===== config.mk =====
export PLATFORM = sky130hd
export DESIGN_NAME = pc_unit
export DESIGN_NICKNAME = d
export VERILOG_FILES = /design/src/rtl/pc_unit.sv
export SDC_FILE = /design/constraint.sdc
export NUM_CORES = 1
export LEC_CHECK = 0
export CAP_MARGIN = 40
export CORE_ASPECT_RATIO = 1.75
export CORE_MARGIN = 5
export CORE_UTILIZATION = 45
export DETAILED_ROUTE_END_ITERATION = 10
export GPL_ROUTABILITY_DRIVEN = 0
export GPL_TIMING_DRIVEN = 0
export PLACE_DENSITY_LB_ADDON = 0.05
export SLEW_MARGIN = 0
export SYNTH_ARGS = -nofsm -noshare
export SYNTH_HDL_FRONTEND = slang
export SYNTH_SLANG_ARGS = --single-unit

===== constraint.sdc =====
create_clock -name clk -period 4.37 [get_ports clk]
set_clock_uncertainty 0.2 [all_clocks]
set_input_delay 0.874 -clock clk [delete_from_list [all_inputs] [get_ports clk]]
set_output_delay 0.874 -clock clk [all_outputs]
set_load 0.03 [all_outputs]

===== src/rtl/pc_unit.sv =====
// Program counter with kernel-mode bit, branch/jump/vector selection,
// synchronized level interrupt with a one-bit pending flag, and retire counter.
module pc_unit (
  input  logic        clk,
  input  logic        reset,
  input  logic [2:0]  PCSrc,
  input  logic        BrTaken,
  input  logic [31:0] ConBA,
  input  logic [25:0] JT,
  input  logic [31:0] DataBusA,
  input  logic        Stall,
  input  logic        IRQ,
  output logic [31:0] PC,
  output logic [31:0] NewPC,
  output logic        IRQTaken,
  output logic [31:0] EPC,
  output logic [31:0] InstCount
);

  localparam logic [31:0] BOOT_VEC    = 32'h8000_0000;
  localparam logic [31:0] ILLOP_VEC   = 32'h8000_0004;
  localparam logic [31:0] EXCEPT_VEC  = 32'h8000_0008;

  logic        irq_s1;
  logic        irq_s2;
  logic        irq_prev;
  logic        irq_rise;
  logic        pending;
  logic        pending_next;
  logic [31:0] sel_pc;
  logic [31:0] next_pc;

  // The kernel bit never comes from the branch target, and jr targets are word aligned.
  logic unused_bits;
  assign unused_bits = ^{ConBA[31], DataBusA[1:0]};

  assign NewPC    = {PC[31], PC[30:0] + 31'd4};
  assign irq_rise = irq_s2 & ~irq_prev;
  assign IRQTaken = ~reset & pending & ~PC[31] & ~Stall;

  always_comb begin
    sel_pc = NewPC;
    unique case (PCSrc)
      3'b000:  sel_pc = NewPC;
      3'b001:  sel_pc = BrTaken ? {PC[31], ConBA[30:0]} : NewPC;
      3'b010:  sel_pc = {PC[31:28], JT, 2'b00};
      3'b011:  sel_pc = {DataBusA[31:2], 2'b00};
      3'b100:  sel_pc = ILLOP_VEC;
      3'b101:  sel_pc = EXCEPT_VEC;
      default: sel_pc = NewPC;
    endcase
  end

  always_comb begin
    next_pc = sel_pc;
    if (IRQTaken) begin
      next_pc = ILLOP_VEC;
    end
  end

  // A new edge wins over the clear from acceptance; the flag never counts.
  always_comb begin
    pending_next = pending;
    if (irq_rise) begin
      pending_next = 1'b1;
    end else if (IRQTaken) begin
      pending_next = 1'b0;
    end
  end

  always_ff @(posedge clk or posedge reset) begin
    if (reset) begin
      irq_s1   <= 1'b0;
      irq_s2   <= 1'b0;
      irq_prev <= 1'b0;
      pending  <= 1'b0;
    end else begin
      irq_s1   <= IRQ;
      irq_s2   <= irq_s1;
      irq_prev <= irq_s2;
      pending  <= pending_next;
    end
  end

  always_ff @(posedge clk or posedge reset) begin
    if (reset) begin
      PC        <= BOOT_VEC;
      EPC       <= 32'h0;
      InstCount <= 32'h0;
    end else if (!Stall) begin
      PC <= next_pc;
      if (IRQTaken) begin
        EPC <= PC;
      end else begin
        InstCount <= InstCount + 32'd1;
      end
    end
  end

endmodule


==> results by stage <==
Status:
- The run finished with clean final reports.

Hold path:
- The origin of the worst min-delay path is irq_s1$_DFF_PP0_.
- The type of the worst min-delay path is register to register.
- For hold timing, the worst endpoint is irq_s2$_DFF_PP0_.
- The number of stages on the worst hold path is 0.

Clocking:
- The count of clock tree sinks is 100.
- The clock passes through at most 2 buffers.
- The clock buffer count from CTS is 9.
- The H-tree was split into 3 levels.
- The tree is rooted in a sky130_fd_sc_hd__clkbuf_16.
- The TritonCTS clock tree is built.
- The clock input transition at the sequential cells of the worst setup and hold paths is 0.08 ns.
- The insertion delay of the later-clocked pin in the worst-skew pair is 0.36 ns.

STA:
- After layout, the minimum clock period comes to 4.27 ns.
- The maximum operating frequency is 234 MHz.
- Setup violations remaining at the end of the flow were counted as 0.
- The final hold slack is 0.157 ns.
- The worst pin sits at a relative slew slack of 0.411.
- Setup repair after global routing left no endpoint under its margin.
- Dividing the final minimum period by the clock period gives 0.976.
- The number of max-slew violations in the final report was 0.
- The number of failing hold endpoints at the final stage is 0.
- Setup total negative slack on the finished layout was measured at 0 ns.
- The transition at the pin with the smallest max-transition slack is 0.882 ns.
- The worst path meets setup with 0.104 ns of slack.

Drt:
- In the routed design, unresolved DRC markers number 0.
- The iteration count of the initial detailed-routing pass is 5.
- The final wirelength is 23.2 mm.
- The number of DRC markers in iteration 0 is 488.
- The count of nets left with antenna violations after detail routing is 0.
- In the routed layout, each cell is associated on average with a via count of 5.96.
- The via total after detailed routing is 6,294.
- In the final routed layout, each cell accounts on average for 21.9 µm.

Layout:
- The fraction of layout instances using a drive strength above 1 is 0.126.
- The number of antenna diodes in the final layout is 0.
- The layout has 1,119 filler cells.
- The signed area change from the synthesized netlist to the final layout is 46.2%.
- The count of nets after finishing is 977.
- The finished layout holds 1,056 standard cells, fillers aside.

GRT:
- The pin count of the biggest net entering global routing is 65.
- The initial antenna violation count was 0.
- For this run, the total global-route usage over all layers was measured as 0.283.
- The via count of the first global-routing pass is 6,681.
- The global-route wire length before repair is 35.6 mm.
- The aggregate global routing overflow is 0.

Critical path:
- The worst setup path is launched from a register.
- The reg-to-reg startpoint is PC[2]$_DFFE_PP0N_.
- The setup slack on the worst flop-to-flop path is 1.66 ns.
- The maximum net fanout on the critical path is 7.
- The endpoint of the worst-slack reg-to-reg timing path is PC[20]$_DFFE_PP0N_.
- The sort of element at the end of the critical path is a primary output.
- The arrival time at the worst endpoint is 3.19 ns.
- The setup path with the least slack is of type register to primary output.
- The length in cells of the worst reg-to-reg path is 7.
- The worst endpoint required time is 3.30 ns.

Pwr:
- VDD sags by at most 0.284 mV.
- The design draws 3.97 mW.
- In this run the power density over the cells is 446 nW/µm².
- The leakage power of the design is 3.65 nW.

Synthesis:
- Synthesis produced a netlist whose cell count is 643.
- The leading register cell type out of synthesis is sky130_fd_sc_hd__dfrtp_1.
- The post-synth design cell area is 6080 µm².
- The number of nets in the synthesized netlist is 743.
- The share of the Yosys chip area taken by registers is 0.412.
- The synthesized area per cell is 9.46 µm².
- The synthesized design contains 0 enable-type register cells.
- Synthesis inferred 100 register bits.
- The count of unique library cells instantiated by Yosys is 76.
- For this run, asynchronously set or reset flops after synthesis account for 1.00.
- The Yosys step of the flow raised 0 warnings.

Floorplan:
- The floorplan die height is 164 µm.
- The core region is 13,300 µm².
- The starting density of the core is 0.457.
- The I/O pin count is 227.
- In this run the core area contains 56 standard-cell rows.
- The die covers 16,000 µm².
- The die span in x is 97.9 µm.

Placement:
- The post-DP HPWL is 17.6 mm.
- The instance count after placement with tap cells included is 1,039.
- The worst slack at placement is -0.325 ns.
- The count of port buffers added during placement is 220.

Run:
- Across the run, the number of max-cap violations was 0.
## cells in the mapped netlist, types with 4 or more instances
| cell | instances | area, µm² |
|---|---|---|
| sky130_fd_sc_hd__dfrtp_1 | 99 | 2480 |
| sky130_fd_sc_hd__nand2_1 | 55 | 206 |
| sky130_fd_sc_hd__nor2_1 | 50 | 188 |
| sky130_fd_sc_hd__o21ai_0 | 44 | 220 |
| sky130_fd_sc_hd__a21oi_1 | 40 | 200 |
| sky130_fd_sc_hd__xnor2_1 | 39 | 342 |
| sky130_fd_sc_hd__mux2_2 | 38 | 428 |
| sky130_fd_sc_hd__nand3_1 | 28 | 140 |
| sky130_fd_sc_hd__xor2_1 | 16 | 140 |
| sky130_fd_sc_hd__clkbuf_1 | 15 | 56.3 |
| sky130_fd_sc_hd__buf_2 | 14 | 70.1 |
| sky130_fd_sc_hd__mux2i_1 | 14 | 140 |
| sky130_fd_sc_hd__inv_1 | 13 | 48.8 |
| sky130_fd_sc_hd__and3_1 | 11 | 68.8 |
| sky130_fd_sc_hd__buf_4 | 11 | 82.6 |
| sky130_fd_sc_hd__nand4_1 | 11 | 68.8 |
| sky130_fd_sc_hd__a31oi_1 | 10 | 62.6 |
| sky130_fd_sc_hd__nor3_1 | 10 | 50.1 |
| sky130_fd_sc_hd__nand2b_1 | 7 | 43.8 |
| sky130_fd_sc_hd__o211ai_1 | 7 | 52.6 |
| sky130_fd_sc_hd__and2_1 | 6 | 37.5 |
| sky130_fd_sc_hd__a221oi_1 | 5 | 43.8 |
| sky130_fd_sc_hd__and4_1 | 5 | 43.8 |
| sky130_fd_sc_hd__nor2b_1 | 5 | 31.3 |
| sky130_fd_sc_hd__o22ai_1 | 5 | 31.3 |
| sky130_fd_sc_hd__a21o_1 | 4 | 30.0 |
| sky130_fd_sc_hd__or2_2 | 4 | 25.0 |
## worst max path at each step
stage,endpoint,start,slack [ns]
global route,NewPC[26],PC[2]$_DFFE_PP0N_,0.01
global placement,EPC[28]$_DFFE_PP0P_,reset,-0.97
detailed placement,IRQTaken,reset,-0.33
CTS,NewPC[26],PC[2]$_DFFE_PP0N_,0.06
floorplan,EPC[0]$_DFFE_PP0P_,reset,0.68
finish,NewPC[16],PC[2]$_DFFE_PP0N_,0.10
## state kept, by name, indices dropped and copies added (netlist names)
register   flops
pending        1
irq_s2         1
InstCount     32
irq_prev       1
irq_s1         1
EPC           32
PC            32
## cell type report
class	instances	area [µm²]	share of cell area
sequential	100	2500	0.282
inverter	13	51.3	0.00577
buffer	43	239	0.0269
multi-input combinational	487	3310	0.372
timing repair buffer	223	2240	0.252
clock inverter	6	95.1	0.0107
tap	174	218	0.0245
clock buffer	10	229	0.0258
## power breakdown
| group | switching [mW] | internal (mW) | total (mW) |
|---|---|---|---|
| logic | 0.982 | 0.762 | 1.74 |
| registers | 0.204 | 1.13 | 1.33 |
| clock network | 0.380 | 0.509 | 0.889 |
## worst max-delay path, stage by stage, from the launching register on
cell and delay, ns:
sky130_fd_sc_hd__dfrtp_1 0.52, sky130_fd_sc_hd__ha_1 0.30, sky130_fd_sc_hd__nand3_1 0.30, sky130_fd_sc_hd__nor4_1 0.62
sky130_fd_sc_hd__nor2b_1 0.27, sky130_fd_sc_hd__or2_2 0.16, sky130_fd_sc_hd__clkdlybuf4s50_1 0.66
## cell usage in the layout, fill, tap and decap left out, types with 10 or more instances in the layout
cell / count
sky130_fd_sc_hd__a21oi_1: 40
sky130_fd_sc_hd__a31oi_1: 10
sky130_fd_sc_hd__and3_1: 11
sky130_fd_sc_hd__buf_2: 14
sky130_fd_sc_hd__buf_4: 13
sky130_fd_sc_hd__clkbuf_1: 16
sky130_fd_sc_hd__clkdlybuf4s50_1: 220
sky130_fd_sc_hd__dfrtp_1: 99
sky130_fd_sc_hd__inv_1: 12
sky130_fd_sc_hd__mux2_2: 38
sky130_fd_sc_hd__mux2i_1: 14
sky130_fd_sc_hd__nand2_1: 55
sky130_fd_sc_hd__nand3_1: 28
sky130_fd_sc_hd__nand4_1: 11
sky130_fd_sc_hd__nor2_1: 50
sky130_fd_sc_hd__o21ai_0: 44
sky130_fd_sc_hd__xnor2_1: 39
sky130_fd_sc_hd__xor2_1: 16
## repair_timing
action,4_1_cts,5_1_grt
setup buffers,1,0
pin swaps,1,0
resized for setup,1,2
gates cloned,0,0
setup endpoints to repair,1,5
hold buffers,0,0
## layer usage
| layer | track usage | wire length (µm) |
|---|---|---|
| met5 | 0 | 0 |
| met4 | 0.186 | 1560 |
| met3 | 0.0582 | 2090 |
| met2 | 0.491 | 11500 |
| met1 | 0.310 | 7980 |
## stage by stage
stage / instance area (µm²) / utilization
after detailed placement: 8540 / 0.641
after floorplan: 6080 / -
after global placement: 8500 / 0.639
after global routing: 8890 / 0.668
after CTS: 8880 / 0.667
final: 8890 / 0.668
## logic make-up after synthesis
family,Yosys count,share of synthesized area
and+or+nand+nor,218,0.196
AOI/OAI and AO/OA,159,0.166
DFF,100,0.412
xor gates and xnor gates,56,0.0819
buffers and inverters,56,0.0473
muxes,52,0.0934
adders and majority gates,2,0.00411
No activity file was read; power rests on OpenSTA's default activity.
